$ cat src/rtl/uart_pkg.sv
// Shared definitions for the memory-mapped UART transmitter: FSM states,
// register map, STATUS layout and line-level helper.
package uart_pkg;

    typedef enum logic [1:0] {
        IDLE,
        START,
        DATA,
        STOP
    } uart_state_e;

    localparam int unsigned UART_SEL_BIT    = 15;
    localparam logic        UART_REG_DATA   = 1'b0;
    localparam logic        UART_REG_STATUS = 1'b1;

    localparam int unsigned STAT_BUSY    = 0;
    localparam int unsigned STAT_FULL    = 1;
    localparam int unsigned STAT_EMPTY   = 2;
    localparam int unsigned STAT_OVERRUN = 3;

    function automatic logic line_level(input uart_state_e st, input logic data_bit);
        case (st)
            START:   return 1'b0;
            DATA:    return data_bit;
            default: return 1'b1;
        endcase
    endfunction

    function automatic logic [15:0] pack_status(input logic busy, input logic full,
                                                input logic empty, input logic overrun);
        logic [15:0] s;
        s               = '0;
        s[STAT_BUSY]    = busy;
        s[STAT_FULL]    = full;
        s[STAT_EMPTY]   = empty;
        s[STAT_OVERRUN] = overrun;
        return s;
    endfunction

endpackage

$ cat src/rtl/uart_tx_fifo.sv
// TX byte queue. UART_TX_FIFO_EN selects a DEPTH-entry circular FIFO;
// otherwise a single holding register with a valid bit is used.
module uart_tx_fifo #(
    parameter int unsigned DEPTH = 4
) (
    input  logic                     clk,
    input  logic                     reset_n,
    input  logic                     push,
    input  logic [7:0]               din,
    input  logic                     pop,
    output logic [7:0]               dout,
    output logic                     full,
    output logic                     empty,
    output logic [$clog2(DEPTH):0]   count
);
    localparam int unsigned CW = $clog2(DEPTH) + 1;

    logic do_push;
    logic do_pop;

`ifdef UART_TX_FIFO_EN
    localparam int unsigned PW = $clog2(DEPTH);

    logic [7:0]    mem [DEPTH];
    logic [PW-1:0] wr_ptr;
    logic [PW-1:0] rd_ptr;
    logic [CW-1:0] cnt;

    assign full    = (cnt == CW'(DEPTH));
    assign empty   = (cnt == '0);
    assign do_pop  = pop && !empty;
    // A pop in the same cycle frees the slot, so a push into a full queue is still taken.
    assign do_push = push && (!full || do_pop);
    assign dout    = mem[rd_ptr];
    assign count   = cnt;

    always_ff @(posedge clk) begin
        if (!reset_n) begin
            wr_ptr <= '0;
            rd_ptr <= '0;
            cnt    <= '0;
        end else begin
            if (do_push) wr_ptr <= wr_ptr + PW'(1);
            if (do_pop)  rd_ptr <= rd_ptr + PW'(1);
            case ({do_push, do_pop})
                2'b10:   cnt <= cnt + CW'(1);
                2'b01:   cnt <= cnt - CW'(1);
                default: cnt <= cnt;
            endcase
        end
    end

    always_ff @(posedge clk) begin
        if (do_push) mem[wr_ptr] <= din;
    end
`else
    logic [7:0] hold;
    logic       valid;

    assign full    = valid;
    assign empty   = !valid;
    assign do_pop  = pop && valid;
    assign do_push = push && (!valid || do_pop);
    assign dout    = hold;
    assign count   = CW'(valid);

    always_ff @(posedge clk) begin
        if (!reset_n) begin
            valid <= 1'b0;
            hold  <= '0;
        end else begin
            if (do_push) begin
                valid <= 1'b1;
                hold  <= din;
            end else if (do_pop) begin
                valid <= 1'b0;
            end
        end
    end
`endif

endmodule

$ cat src/rtl/uart_tx_mmio.sv
// Memory-mapped 8N1 UART transmitter: DATA/STATUS register decode, overrun flag
// and serialiser FSM. Queue depth depends on UART_TX_FIFO_EN (see uart_tx_fifo).
module uart_tx_mmio
    import uart_pkg::*;
#(
    parameter int unsigned CLK_HZ     = 50000000,
    parameter int unsigned BAUD       = 115200,
    parameter int unsigned FIFO_DEPTH = 4
) (
    input  logic        clk,
    input  logic        reset_n,
    input  logic [15:0] addr,
    input  logic [15:0] data_in,
    output logic [15:0] data_out,
    input  logic        we,
    input  logic [1:0]  be,
    output logic        tx,
    output logic        tx_busy
);
    localparam int unsigned DIVISOR = CLK_HZ / BAUD;
    localparam int unsigned CNT_W   = (DIVISOR > 1) ? $clog2(DIVISOR) : 1;
    localparam logic [CNT_W-1:0] CNT_LOAD = CNT_W'(DIVISOR - 1);

    logic sel;
    logic reg_idx;
    logic wr_data;
    logic wr_status;
    logic rd_status;

    assign sel       = addr[UART_SEL_BIT];
    assign reg_idx   = addr[1];
    assign wr_data   = sel && we && (reg_idx == UART_REG_DATA) && be[0];
    assign wr_status = sel && we && (reg_idx == UART_REG_STATUS);
    assign rd_status = sel && !we && (reg_idx == UART_REG_STATUS);

    logic unused_bits;
    assign unused_bits = ^{addr[14:2], addr[0], data_in[15:8], be[1]};

    uart_state_e state;
    uart_state_e state_next;
    logic [CNT_W-1:0] baud_cnt;
    logic [CNT_W-1:0] baud_next;
    logic [7:0]       shift;
    logic [7:0]       shift_next;
    logic [2:0]       bit_cnt;
    logic [2:0]       bit_next;
    logic             overrun;

    logic                          fifo_pop;
    logic [7:0]                    fifo_dout;
    logic                          fifo_full;
    logic                          fifo_empty;
    logic [$clog2(FIFO_DEPTH):0]   fifo_count;

    uart_tx_fifo #(
        .DEPTH(FIFO_DEPTH)
    ) u_fifo (
        .clk    (clk),
        .reset_n(reset_n),
        .push   (wr_data),
        .din    (data_in[7:0]),
        .pop    (fifo_pop),
        .dout   (fifo_dout),
        .full   (fifo_full),
        .empty  (fifo_empty),
        .count  (fifo_count)
    );

    assign fifo_pop = (state == IDLE) && !fifo_empty;
    assign tx_busy  = (state != IDLE) || (fifo_count != '0);

    always_comb begin
        state_next = state;
        baud_next  = baud_cnt;
        shift_next = shift;
        bit_next   = bit_cnt;
        unique case (state)
            IDLE: begin
                if (!fifo_empty) begin
                    state_next = START;
                    shift_next = fifo_dout;
                    bit_next   = '0;
                    baud_next  = CNT_LOAD;
                end
            end
            START: begin
                if (baud_cnt == '0) begin
                    state_next = DATA;
                    baud_next  = CNT_LOAD;
                end else begin
                    baud_next = baud_cnt - CNT_W'(1);
                end
            end
            DATA: begin
                if (baud_cnt == '0) begin
                    shift_next = {1'b0, shift[7:1]};
                    bit_next   = bit_cnt + 3'd1;
                    baud_next  = CNT_LOAD;
                    if (bit_cnt == 3'd7) state_next = STOP;
                end else begin
                    baud_next = baud_cnt - CNT_W'(1);
                end
            end
            STOP: begin
                if (baud_cnt == '0) begin
                    state_next = IDLE;
                    baud_next  = CNT_LOAD;
                end else begin
                    baud_next = baud_cnt - CNT_W'(1);
                end
            end
            default: state_next = IDLE;
        endcase
    end

    // tx is registered from the next-state view so it changes on the same edge as the state.
    always_ff @(posedge clk) begin
        if (!reset_n) begin
            state    <= IDLE;
            baud_cnt <= '0;
            shift    <= '0;
            bit_cnt  <= '0;
            tx       <= 1'b1;
        end else begin
            state    <= state_next;
            baud_cnt <= baud_next;
            shift    <= shift_next;
            bit_cnt  <= bit_next;
            tx       <= line_level(state_next, shift_next[0]);
        end
    end

    always_ff @(posedge clk) begin
        if (!reset_n) begin
            overrun  <= 1'b0;
            data_out <= '0;
        end else begin
            if (wr_status) begin
                overrun <= 1'b0;
            end else if (wr_data && fifo_full && !fifo_pop) begin
                overrun <= 1'b1;
            end
            data_out <= rd_status ? pack_status(tx_busy, fifo_full, fifo_empty, overrun) : '0;
        end
    end

endmodule

$ cat config.mk
export PLATFORM = sky130hd
export DESIGN_NAME = uart_tx_mmio
export DESIGN_NICKNAME = d
export VERILOG_FILES = /design/src/rtl/uart_pkg.sv /design/src/rtl/uart_tx_fifo.sv /design/src/rtl/uart_tx_mmio.sv
export SDC_FILE = /design/constraint.sdc
export NUM_CORES = 1
export LEC_CHECK = 0
export ABC_AREA = 0
export BUFFER_PORTS_ARGS = -buffer_cell sky130_fd_sc_hd__buf_4
export CORE_UTILIZATION = 35
export DETAILED_ROUTE_END_ITERATION = 8
export GPL_TIMING_DRIVEN = 1
export HOLD_SLACK_MARGIN = 0.12
export PLACE_DENSITY = 0.67
export SLEW_MARGIN = 20
export SYNTH_ARGS = -nofsm -noshare
export SYNTH_HDL_FRONTEND = slang
export SYNTH_HIERARCHICAL = 1
export SYNTH_SLANG_ARGS = --single-unit
$ cat constraint.sdc
create_clock -name clk -period 2.3 [get_ports clk]
set_input_delay 0.69 -clock clk [delete_from_list [all_inputs] [get_ports clk]]
set_output_delay 0.69 -clock clk [all_outputs]
set_load 0.02 [all_outputs]
### Yosys cells after proc, flatten, opt, wreduce, memory -nomap -nowiden

Cells that the tools add are included.

| storage, ports and cells | value |
|---|---|
| register bits after elaboration | 49 |
| word-level logic and storage cells | 66 |

| operators by class | value |
|---|---|
| add/subtract/negate cells | 2 |
| eq/ne operators | 8 |
| multiplexer cells | 18 |
| bitwise gates (word level) | 2 |
| reductions and logical operators | 25 |

Operators with widths:

| kind | number |
|---|---|
| 2-to-1 mux 9 bit | 2 |
| one-hot mux 9 bit (2 select lines) | 1 |
| 2-to-1 mux 8 bit | 2 |
| one-hot mux 8 bit (2 select lines) | 1 |
| logical AND 1 bit | 11 |
| 2-to-1 mux 2 bit | 5 |
| zero test 9 bit | 1 |
| subtractor 9 x 1 -> 9 bit, second input constant | 1 |
| one-hot mux 2 bit (4 select lines) | 1 |
| == test 2 bit, second input constant | 3 |
| 2-to-1 mux 3 bit | 2 |
| one-hot mux 3 bit (2 select lines) | 1 |
| nonzero test 2 bit | 3 |
| == test 2 x 1 -> 1 bit, second input constant | 2 |
| adder 3 x 1 -> 3 bit, second input constant | 1 |
| == test 3 bit, second input constant | 1 |
| zero test 1 bit | 3 |
| AND reduction 3 bit | 1 |
| OR reduction 3 bit | 1 |
| zero test 2 bit | 1 |
| logical OR 1 bit | 2 |
| 2-to-1 mux 1 bit | 2 |
| != test 2 x 1 -> 1 bit, second input constant | 1 |
| != test 2 bit, second input constant | 1 |
| other kinds (4) | 5 |

### Longest topological paths before layout

Gate-level depths: netlist of the first run.

| depth | value |
|---|---|
| depth after elaboration | 6 |
| gate-level depth with buffers | 7 |
| gate-level depth less buffers | 6 |

### Modules after synthesis

Netlist of the first run, hierarchy kept.

By module, submodules not included:

| module | instances | cells an instance | area each (sq um) | sequential area each (sq um) |
|---|---|---|---|---|
| uart_tx_mmio | 1 | 162 | 1,478.9 | 560.5 |
| uart_tx_fifo | 1 | 44 | 404.1 | 180.2 |

### Worst setup path before layout of the first run

OpenSTA, ideal clock, no wires.

| timing path | value |
|---|---|
| kind | register to output |
| start point | register state[1] |
| end point | output tx_busy |
| data arrival time | 1,400 ps |
| required time | 1,610 ps |
| path slack | 210 ps |
| stages on the path, launching flop included | 5 |
| buffers on the path | 2 |
| cell sequence | dfxtp_1 -> buf_2 -> or2_2 -> clkbuf_1 -> or4_1 |

| between the ends | value |
|---|---|
| word-level cells in the longest chain between the ends | 2 |

RTL lines:

| what | RTL line | text |
|---|---|---|
| from (decl) | uart_tx_mmio.sv:39 | `uart_state_e state;` |
| from (signal assigned) | uart_tx_mmio.sv:125 | `state <= state_next;` |
| nonzero test 2 bit | uart_tx_mmio.sv:70 | `assign tx_busy = (state != IDLE) \|\| (fifo_count != '0);` |
| logical OR 1 bit | uart_tx_mmio.sv:70 |  |
| to (decl) | uart_tx_mmio.sv:18 | `output logic tx_busy` |

No other way between the ends.

### Worst setup path after layout of the first run

Same ends and word-level chain as after synthesis.

==> summary.txt, run 1 <==
Routing
  – Wire per inst: 11.1 um
  – Via/cell ratio: 4.79
  – Vias: 1408
  – DRC: 0
  – Starting DRT DRC Count: 71
  – Final ANT Viol Nets: 0
  – WL final: 3.25 mm
  – DRT Pass-1 Iters: 4

Timing
  – Fin Setup TNS: 0 ps
  – Slew @ Worst Pin: 916 ps
  – RSZ-0062 raised after global routing: no
  – Final worst path period share: 94.8%
  – Fin. Hold Viols: 0
  – Setup Viol. Count Final: 0
  – Max_slew headroom: 38.6%
  – Worst clock skew: 8.21 ps
  – Fmax: 459 MHz
  – Pins Over Slew Limit: 0
  – Min Clock Period, post-route: 2180 ps

Die
  – Core Rows: 26
  – Core ar.: 5140 um^2
  – Die area: 5680 um^2
  – Die X-Extent: 75.4 um
  – Die H: 75.4 um
  – Initial Util: 36.6%
  – IO Pins: 55

Layout
  – Share of layout cells above drive strength 1: 18.8%
  – Ant. Diodes: 0
  – Area grow syn2layout: 14.0%
  – Post-route core utilization: 41.7%
  – # nets final: 263
  – Fillers: 531

Logic synthesis
  – Post-synth top area cell: dfxtp_1
  – EDFF count, synth: 0
  – Post-synthesis sequential area ratio: 39.3%
  – Synthesized cell area: 1880 um^2
  – Most numerous cell in the Yosys netlist: dfxtp_1
  – Post-synth ARST share: 0%
  – Ys flop type: dfxtp_1
  – #FFs+latches synth: 37
  – Top cell type's share of synthesized area: 39.3%
  – Mapped Avg Cell Area: 9.14 um^2
  – Post-Syn Instances: 206
  – Synth area leaders: dfxtp_1 39%, buf_4 6.4%, nand2_1 6.2%, mux2i_1 4.8%, a21boi_0 3.2%
  – Yosys Warn Count: 6
  – Top cells by count, synth: 37 x dfxtp_1, 31 x nand2_1, 16 x buf_4, 9 x mux2i_1
  – Yosys cell types: 51

Pwr
  – Clock network power share: 38.1%
  – Power share of the sequential group: 44.5%
  – Internal Power: 0.00113 W
  – Psw: 0.000420 W
  – Leakage: 0.884 nW
  – Net Sw Frac: 27.1%
  – Peak VDD IR: 0.417 mV
  – PwrDens: 723 nW/um^2
  – Combinational share of power: 17.4%

Placed design
  – IO buf count: 19
  – RePlAce Congestion: 0.727
  – Hpwl dp: 2.25 mm

Worst hold path
  – Hold Path Stages: 2
  – Hold Crit Class: flip-flop to flip-flop

Global route
  – Largest net degree at the start of global routing: 28
  – Vias in the first global route: 1345
  – First-pass GRT wire length: 5.87 mm
  – Gr usage total: 13.5%
  – Overflow after GRT: 0
  – Initial antenna violation count: 0

Run
  – Max-cap viol count: 0

Critical path
  – Slowest stage cell, crit path: or4_1
  – Crit path capture type: output pin
  – Crit path cell chain: or2_4 -> or4_1 -> buf_4
  – Top delay family on crit path: simple AND/OR/NAND/NOR gates
  – Worst-path fanout max: 6
  – Number of cells on the critical path: 3
  – Worst R2R Path Depth: 6
  – CP max stage delay: 430 ps
  – Startpoint Class: flip-flop
  – Critical path class: flip-flop to output pin
  – Req. time, crit path: 1610 ps
  – CP Buf/Inv Count: 1
  – CP arrival: 1490 ps

Clock tree
  – Post-CTS setup buffers: 0
  – CTS tree: built
  – Maximum root-to-sink buffer count: 2
  – H-Tree Depth: 2
  – Root buffer cell: clkbuf_8
  – Worst-path clk slew: 80 ps
  – Total CTS buffers: 5
  – Clk sink count: 37
  – Clock Latency Late Sink: 290 ps

Run status
  – Outcome: completed
-- routing by layer --
layer | wire length [um] | up-vias | GRT usage [%]
met3 | 128 | 4 | 5.42
met4 | 38 | 0 | 4.32
met2 | 1550 | 24 | 21.8
met5 | 0 | - | 0
met1 | 1540 | 650 | 16.6
li1 | - | 730 | -
-- layout make-up --
type | count | area [um^2] | share of cell area [%]
multi-input cells | 150 | 998 | 46.5
flip-flops and latches | 37 | 741 | 34.5
repair buffers | 24 | 180 | 8.40
well taps | 70 | 87.6 | 4.08
clock buffers | 6 | 82.6 | 3.85
clock inverters | 2 | 37.5 | 1.75
inverters | 5 | 18.8 | 0.875
-- power groups by stage --
stage               combinational [W]  sequential (W)  clock, W
global placement             0.000265        0.000705         0
finish                       0.000271        0.000691  0.000591
detailed placement           0.000268        0.000706         0
floorplan                    0.000223        0.000704         0
global route                 0.000303        0.000696  0.000637
CTS                          0.000269        0.000691  0.000607
-- registers in the layout, summed over array words and instances (netlist names) --
| signal | count |
|---|---|
| baud_cnt | 9 |
| shift | 8 |
| u_fifo/dout | 8 |
| data_out | 4 |
| bit_cnt | 3 |
| state | 2 |
| overrun | 1 |
| tx | 1 |
| u_fifo/full | 1 |
-- repair_timing --
item	in CTS	in global routing
hold buffers	0	0
gates resized for setup	0	1
setup endpoints to repair	0	1
-- cells in the final DEF, fill, tap and decap left out, types with 3 or more instances in the layout --
cell type / n
a22oi_1: 7
o211a_1: 4
nor2b_1: 5
nor3_1: 3
buf_4: 24
o21ai_0: 3
a21boi_0: 8
mux2i_1: 9
and2_1: 7
dfxtp_1: 37
clkbuf_8: 6
nand3_1: 3
nand2_1: 31
inv_1: 5
o21a_1: 5
nor2_1: 8
conb_1: 14
ha_1: 3
-- tightest hold or removal path, delay by kind of cell, from the launching register on --
kind,cells,cell delay [ps]
DFF,1,310
AOI/OAI and AO/OA,1,50
and+or+nand+nor,1,50
-- cell families (layout without fill, tap and decap cells) --
kind of cell    count (synthesis)  count (layout)  synth area share (%)
simple gates                   80              80                  24.9
mux                             9               9                  4.78
fa+ha+maj                       3               3                  1.99
other cells                     2              14                 0.399
flops                          37              37                  39.3
compound gates                 44              44                  18.4
buf+inv                        31              37                  10.2
-- per-stage QoR --
stage	total power, W	instance area [um^2]	std cells	hold WS [ps]	setup WS, ps
floorplan	0.000927	1930	218	430	210
global placement	0.000970	2020	286	443	265
detailed placement	0.000974	2020	286	453	247
CTS	0.00157	2140	294	463	13.1
global route	0.00164	2150	294	482	14.0
finish	0.00155	2150	294	459	119
-- path summary, 6_finish.rpt --
kind	start	end	slack, ps
min	bit_cnt[2]$_SDFFE_PN0P_	bit_cnt[2]$_SDFFE_PN0P_	460
max	state[1]$_SDFF_PN0_	tx_busy	120
max reg2reg	baud_cnt[0]$_SDFFE_PN0P_	tx$_SDFF_PN1_	240
min reg2reg	bit_cnt[2]$_SDFFE_PN0P_	bit_cnt[2]$_SDFFE_PN0P_	460
Note: power is estimated with default switching activity, not from simulation.
==> run 2, diff against run 1 <==
--- a/config.mk
+++ b/config.mk
@@ -5,7 +5,7 @@
 export SDC_FILE = /design/constraint.sdc
 export NUM_CORES = 1
 export LEC_CHECK = 0
-export ABC_AREA = 0
+export ABC_AREA = 1
 export BUFFER_PORTS_ARGS = -buffer_cell sky130_fd_sc_hd__buf_4
 export CORE_UTILIZATION = 35
 export DETAILED_ROUTE_END_ITERATION = 8
==> summary.txt, run 2 <==
Global route
  – Initial antenna violation count: 0 (unchanged)
  – Gr usage total: 13.2% (was 13.5%)
  – Largest net degree at the start of global routing: 19 (was 28)
  – Overflow after GRT: 0 (unchanged)
  – Vias in the first global route: 1299 (was 1345)
  – First-pass GRT wire length: 5.55 mm (was 5.87 mm)

Logic synthesis
  – Ys flop type: dfxtp_1 (unchanged)
  – Post-Syn Instances: 260 (was 206)
  – Top cell type's share of synthesized area: 39.7% (was 39.3%)
  – Synth area leaders: dfxtp_1 40%, nand2_1 10%, inv_1 7.2%, buf_4 6.4%, nor2_1 5.6% (was dfxtp_1 39%, buf_4 6.4%, nand2_1 6.2%, mux2i_1 4.8%, a21boi_0 3.2%)
  – Mapped Avg Cell Area: 7.18 um^2 (was 9.14 um^2)
  – Most numerous cell in the Yosys netlist: nand2_1 (was dfxtp_1)
  – Top cells by count, synth: 52 x nand2_1, 37 x dfxtp_1, 36 x inv_1, 28 x nor2_1, 18 x a21oi_1 (was 37 x dfxtp_1, 31 x nand2_1, 16 x buf_4, 9 x mux2i_1)
  – EDFF count, synth: 0 (unchanged)
  – #FFs+latches synth: 37 (unchanged)
  – Yosys Warn Count: 6 (unchanged)
  – Yosys cell types: 29 (was 51)
  – Post-synth top area cell: dfxtp_1 (unchanged)
  – Post-synthesis sequential area ratio: 39.7% (was 39.3%)
  – Post-synth ARST share: 0% (unchanged)
  – Synthesized cell area: 1870 um^2 (was 1880 um^2)

Pwr
  – Power share of the sequential group: 48.3% (was 44.5%)
  – Psw: 0.000454 W (was 0.000420 W)
  – Combinational share of power: 20.0% (was 17.4%)
  – Peak VDD IR: 0.310 mV (was 0.417 mV)
  – Net Sw Frac: 31.6% (was 27.1%)
  – PwrDens: 695 nW/um^2 (was 723 nW/um^2)
  – Overall Power: 0.00144 W (was 0.00155 W)
  – Internal Power: 0.000984 W (was 0.00113 W)
  – Leakage: 0.945 nW (was 0.884 nW)
  – Clock network power share: 31.7% (was 38.1%)

Routing
  – Starting DRT DRC Count: 58 (was 71)
  – DRT Pass-1 Iters: 4 (unchanged)
  – WL final: 3.14 mm (was 3.25 mm)
  – Vias: 1486 (was 1408)
  – Via/cell ratio: 4.26 (was 4.79)
  – Final ANT Viol Nets: 0 (unchanged)
  – Wire per inst: 8.99 um (was 11.1 um)
  – DRC: 0 (unchanged)

Layout
  – Commonest non-fill, non-tap cell in the layout: nand2_1 (was dfxtp_1)
  – Share of layout cells above drive strength 1: 14.7% (was 18.8%)
  – Max reg flops: 9 (unchanged)
  – # nets final: 318 (was 263)
  – Area grow syn2layout: 10.9% (was 14.0%)
  – Top reg by flops: baud_cnt (unchanged)
  – Most frequent cells in the layout: 52 x nand2_1, 37 x dfxtp_1, 36 x inv_1 (was 37 x dfxtp_1, 31 x nand2_1, 24 x buf_4)
  – Ant. Diodes: 0 (unchanged)

Critical path
  – CP arrival: 2030 ps (was 1490 ps)
  – Critical path class: flip-flop to flip-flop (was flip-flop to output pin)
  – Crit path capture type: flip-flop (was output pin)
  – Worst-path fanout max: 12 (was 6)
  – Req. time, crit path: 2490 ps (was 1610 ps)
  – Startpoint Class: flip-flop (unchanged)

Clock tree
  – Post-CTS setup buffers: 0 (unchanged)
  – Resized Gates After CTS: 0 (unchanged)
  – Maximum root-to-sink buffer count: 2 (unchanged)
  – Worst-path clk slew: 80 ps (about the same)
  – H-Tree Depth: 2 (unchanged)
  – Clk sink count: 37 (unchanged)
  – Total CTS buffers: 5 (unchanged)
  – CTS tree: built (unchanged)
  – CTS hold repair buffers: 0 (unchanged)
  – Root buffer cell: clkbuf_8 (unchanged)
  – Clock Latency Late Sink: 300 ps (was 290 ps)

Timing
  – Fin worst setup slack: 468 ps (was 119 ps)
  – Min Clock Period, post-route: 1830 ps (was 2180 ps)
  – Fin. Hold Viols: 0 (unchanged)
  – WHS: 450 ps (was 459 ps)
  – Fin Setup TNS: 0 ps (unchanged)
  – Setup Viol. Count Final: 0 (unchanged)
  – RSZ-0062 raised after global routing: no (unchanged)
  – Fmax: 546 MHz (was 459 MHz)
  – Worst clock skew: 10.5 ps (was 8.21 ps)
  – Pins Over Slew Limit: 0 (unchanged)
  – Final worst path period share: 79.7% (was 94.8%)

Placed design
  – Hpwl dp: 2.25 mm (about the same)
  – Placement Setup Slack: 473 ps (was 247 ps)
  – IO buf count: 19 (unchanged)
  – RePlAce Congestion: 0.717 (was 0.727)

Die
  – Die area: 5630 um^2 (was 5680 um^2)
  – Initial Util: 36.6% (about the same)
  – Die X-Extent: 75.0 um (was 75.4 um)
  – Die H: 75.0 um (was 75.4 um)
  – IO Pins: 55 (unchanged)
  – Core ar.: 5110 um^2 (was 5140 um^2)
  – Core Rows: 26 (unchanged)

Run
  – Max-cap viol count: 0 (unchanged)

Worst hold path
  – Hold Crit Class: flip-flop to flip-flop (unchanged)

Run status
  – Outcome: completed (unchanged)
[run 2: cell types whose count changed after synthesis, sizes merged, moves of 8 or more]
cell / previous run / this run
a21oi: 2 / 18
inv: 5 / 39
a21boi: 10 / 1
a31oi: 1 / 9
nor2: 8 / 31
mux2i: 9 / 0
nand3: 3 / 18
nand2: 31 / 54
[run 2: final timing paths]
path         depth (start not counted)  slack (ps)                      to                startpoint
max                                 11         470           tx$_SDFF_PN1_  baud_cnt[0]$_SDFFE_PN0P_
min                                  2         450  data_out[3]$_SDFF_PN0_      overrun$_SDFFE_PP0P_
max reg2reg                         11         470           tx$_SDFF_PN1_  baud_cnt[0]$_SDFFE_PN0P_
min reg2reg                          2         450  data_out[3]$_SDFF_PN0_      overrun$_SDFFE_PP0P_
[run 2: critical path, stage by stage, from the launching register on]
cell and delay [ps]:
dfxtp_1 300, inv_1 120, ha_1 220, nand2_1 90, nor2_2 400, nand2_1 140, nand2_1 110, nand3_1 110
nor2_1 100, nand2_1 50, nand2_1 50, inv_1 40
[run 2: area by class of cell]
type / instances / area [um^2]
fillers: 543 / 3040
clock buffers: 5 / 68.8
flip-flops and latches: 37 / 741
inverters: 41 / 154
well taps: 70 / 87.6
repair buffers: 22 / 165
clock inverters: 3 / 21.3
multi-input cells: 171 / 832
[run 2: metrics by stage]
step	std cells	instance area [um^2]	util, %
final	349	2070	40.5
after global routing	349	2070	40.5
after CTS	349	2070	40.5
after detailed placement	341	1980	38.8
after global placement	341	1980	38.8
after floorplan	272	1910	-
[run 2: power by group through the flow]
| stage | clock (W) | combinational (W) | sequential, W |
|---|---|---|---|
| final | 0.000456 | 0.000287 | 0.000695 |
| after global routing | 0.000510 | 0.000331 | 0.000700 |
| after CTS | 0.000478 | 0.000290 | 0.000695 |
| after detailed placement | 0 | 0.000289 | 0.000710 |
| after global placement | 0 | 0.000289 | 0.000709 |
| after floorplan | 0 | 0.000266 | 0.000709 |
[run 2: cells by family after synthesis]
family	after synthesis	synth area share, %
simple gates	113	26.7
buf+inv	64	18.2
compound gates	38	11.6
flops	37	39.7
xor+xnor	3	1.41
fa+ha+maj	3	2.01
other cells	2	0.402
[run 2: metal layers]
metal / wire length, um / vias up / GRT usage, %
li1: - / 828 / -
met1: 1510 / 631 / 15.8
met2: 1450 / 21 / 21.4
met3: 116 / 6 / 4.42
met4: 61 / 0 / 6.29
met5: 0 / - / 0
==> run 3, diff against run 2 <==
--- a/config.mk
+++ b/config.mk
@@ -11,7 +11,7 @@
 export DETAILED_ROUTE_END_ITERATION = 8
 export GPL_TIMING_DRIVEN = 1
 export HOLD_SLACK_MARGIN = 0.12
-export PLACE_DENSITY = 0.67
+export PLACE_DENSITY = 0.69
 export SLEW_MARGIN = 20
 export SYNTH_ARGS = -nofsm -noshare
 export SYNTH_HDL_FRONTEND = slang
==> constraint.sdc (replaced) <==
create_clock -name clk -period 1.5 [get_ports clk]
set_input_delay 0.45 -clock clk [delete_from_list [all_inputs] [get_ports clk]]
set_output_delay 0.45 -clock clk [all_outputs]
set_load 0.02 [all_outputs]
==> summary.txt, run 3 (synthesis results as in run 2) <==
Die
  – Initial Util: 36.6% (unchanged)
  – Die X-Extent: 75.0 um (unchanged)
  – Core Rows: 26 (unchanged)
  – Die H: 75.0 um (unchanged)
  – Die area: 5630 um^2 (unchanged)
  – Core ar.: 5110 um^2 (unchanged)
  – IO Pins: 55 (unchanged)

Critical path
  – Setup slack, reg-to-reg: 70 ps (was 470 ps)
  – FF-to-FF End: tx$_SDFF_PN1_ (unchanged)
  – CP Buf/Inv Count: 1 (was 2)
  – Startpoint Class: flip-flop (unchanged)
  – Worst R2R Path Depth: 14 (was 11)
  – Crit path capture type: output pin (was flip-flop)
  – CP max stage delay: 350 ps (was 400 ps)
  – Top delay family on crit path: flip-flops (was simple AND/OR/NAND/NOR gates)
  – Crit path cell chain: nor2_4 -> nand2_2 -> buf_6 (was inv_1 -> ha_1 -> nand2_1 -> nor2_2 -> nand2_1 -> nand2_1 -> nand3_1 -> nor2_1 -> nand2_1 -> nand2_1 -> inv_1)
  – CP arrival: 1010 ps (was 2030 ps)
  – Slowest stage cell, crit path: dfxtp_2 (was nor2_2)
  – RR Startpoint: baud_cnt[1]$_SDFFE_PN0P_ (was baud_cnt[0]$_SDFFE_PN0P_)
  – Worst-path fanout max: 4 (was 12)
  – Critical path class: flip-flop to output pin (was flip-flop to flip-flop)
  – Req. time, crit path: 1050 ps (was 2490 ps)

Layout
  – Commonest non-fill, non-tap cell in the layout: nand2_1 (unchanged)
  – Fin cells: 370 (was 349)
  – # nets final: 340 (was 318)
  – Register area: 747 um^2 (was 741 um^2)
  – Max reg flops: 9 (unchanged)
  – Multi-input gate area: 912 um^2 (was 832 um^2)
  – Fillers: 504 (was 543)
  – Share of layout cells above drive strength 1: 27.0% (was 14.7%)
  – Area grow syn2layout: 24.7% (was 10.9%)
  – Most frequent cells in the layout: 47 x nand2_1, 41 x buf_4, 34 x dfxtp_1 (was 52 x nand2_1, 37 x dfxtp_1, 36 x inv_1)
  – Ant. Diodes: 0 (unchanged)
  – Top reg by flops: baud_cnt (unchanged)

Timing
  – Pins Over Slew Limit: 0 (unchanged)
  – Setup Viol. Count Final: 0 (unchanged)
  – Final worst path period share: 97.4%
  – Fmax: 684 MHz
  – RSZ-0062 raised after global routing: yes (was no)
  – Worst clock skew: 10.8 ps (was 10.5 ps)
  – Min Clock Period, post-route: 1460 ps
  – Fin. Hold Viols: 0 (unchanged)
  – WHS: 438 ps (was 450 ps)

Routing
  – Final ANT Viol Nets: 0 (unchanged)
  – DRC: 0 (unchanged)
  – DRT Pass-1 Iters: 4 (unchanged)
  – WL final: 3.64 mm (was 3.14 mm)
  – Via/cell ratio: 4.39 (was 4.26)
  – Wire per inst: 9.85 um (was 8.99 um)
  – Vias: 1623 (was 1486)
  – Starting DRT DRC Count: 42 (was 58)

Clock tree
  – Clk sink count: 37 (unchanged)
  – H-Tree Depth: 2 (unchanged)
  – Root buffer cell: clkbuf_8 (unchanged)
  – CTS hold repair buffers: 0 (unchanged)
  – Maximum root-to-sink buffer count: 2 (unchanged)
  – CTS tree: built (unchanged)
  – Clock Latency Late Sink: 290 ps (was 300 ps)
  – Total CTS buffers: 5 (unchanged)
  – Worst-path clk slew: 70 ps (was 80 ps)

Worst hold path
  – Hold path start: we (was overrun$_SDFFE_PP0P_)
  – Worst min-delay path endpoint: data_out[0]$_SDFF_PN0_ (was data_out[3]$_SDFF_PN0_)
  – Hold Path Stages: 4 (was 2)
  – Hold Crit Class: input pin to flip-flop (was flip-flop to flip-flop)

Pwr
  – PwrDens: 1080 nW/um^2 (was 695 nW/um^2)
  – Peak VDD IR: 0.484 mV (was 0.310 mV)
  – Leakage: 1.07 nW (was 0.945 nW)

Placed design
  – Hpwl dp: 2.44 mm (was 2.25 mm)
  – Inst Count DP: 355 (was 341)
  – RePlAce Congestion: 0.765 (was 0.717)
  – IO buf count: 19 (unchanged)

Global route
  – Vias in the first global route: 1442 (was 1299)
  – Gr usage total: 14.8% (was 13.2%)
  – Largest net degree at the start of global routing: 19 (unchanged)
  – First-pass GRT wire length: 6.19 mm (was 5.55 mm)
  – Initial antenna violation count: 0 (unchanged)
  – Overflow after GRT: 0 (unchanged)

Run status
  – Outcome: completed (unchanged)

Run
  – Max-cap viol count: 0 (unchanged)
[run 3: worst max path at each step]
stage / depth (start not counted) / endpoint / slack (ps) / start
floorplan: 12 / tx$_SDFF_PN1_ / 60 / baud_cnt[0]$_SDFFE_PN0P_
global placement: 9 / baud_cnt[3]$_SDFFE_PN0P_ / -110 / baud_cnt[1]$_SDFFE_PN0P_
detailed placement: 9 / baud_cnt[3]$_SDFFE_PN0P_ / -80 / baud_cnt[1]$_SDFFE_PN0P_
CTS: 3 / tx_busy / -7 / state[1]$_SDFF_PN0_
global route: 11 / tx$_SDFF_PN1_ / -80 / baud_cnt[3]$_SDFFE_PN0P_
finish: 3 / tx_busy / 40 / state[0]$_SDFF_PN0_
[run 3: layout make-up]
cell class	instances	share of cell area [%]
Clock buffer	7	3.71
Inverter	41	6.61
Tap cell	70	3.76
Multi-Input combinational cell	171	39.2
Timing Repair Buffer	44	14.7
Sequential cell	37	32.1
[run 3: worst reg2reg max path: cells and delay by family, from the launching register on]
family / cells / cell delay (ps)
flops: 1 / 330
simple gates: 7 / 520
buf+inv: 6 / 410
fa+ha+maj: 1 / 150
[run 3: power breakdown]
group | switching (W) | total [W] | internal [W]
clock | 0.000344 | 0.000708 | 0.000365
combinational | 0.000384 | 0.000724 | 0.000340
sequential | 0.0000394 | 0.00107 | 0.00103
total | 0.000767 | 0.00250 | 0.00174
[run 3: what timing repair did]
action / in CTS / in global routing
setup endpoints to repair: 21 / 21
pin swaps: 1 / 10
resized for setup: 6 / 24
cloned: 0 / 0
buffers inserted: 0 / 8
[run 3: stage by stage]
step | setup slack [ps] | TNS [ps] | cell area, um^2 | total power, W | utilization (%)
global placement | -111 | -818 | 2080 | 0.00161 | 40.8
floorplan | 62.8 | 0 | 1910 | 0.00149 | -
detailed placement | -80.1 | -550 | 2080 | 0.00162 | 40.8
global route | -78.4 | -211 | 2330 | 0.00264 | 45.6
CTS | -7.08 | -7.08 | 2190 | 0.00236 | 42.9
finish | 38.5 | 0 | 2330 | 0.00250 | 45.6
[run 3: metal layers]
layer / global-route usage [%] / vias to the layer above / part of all wire (%)
li1: - / 874 / -
met1: 17.9 / 720 / 47
met2: 24.3 / 23 / 48
met3: 4.42 / 6 / 3.2
met4: 6.29 / 0 / 1.9
met5: 0 / - / 0
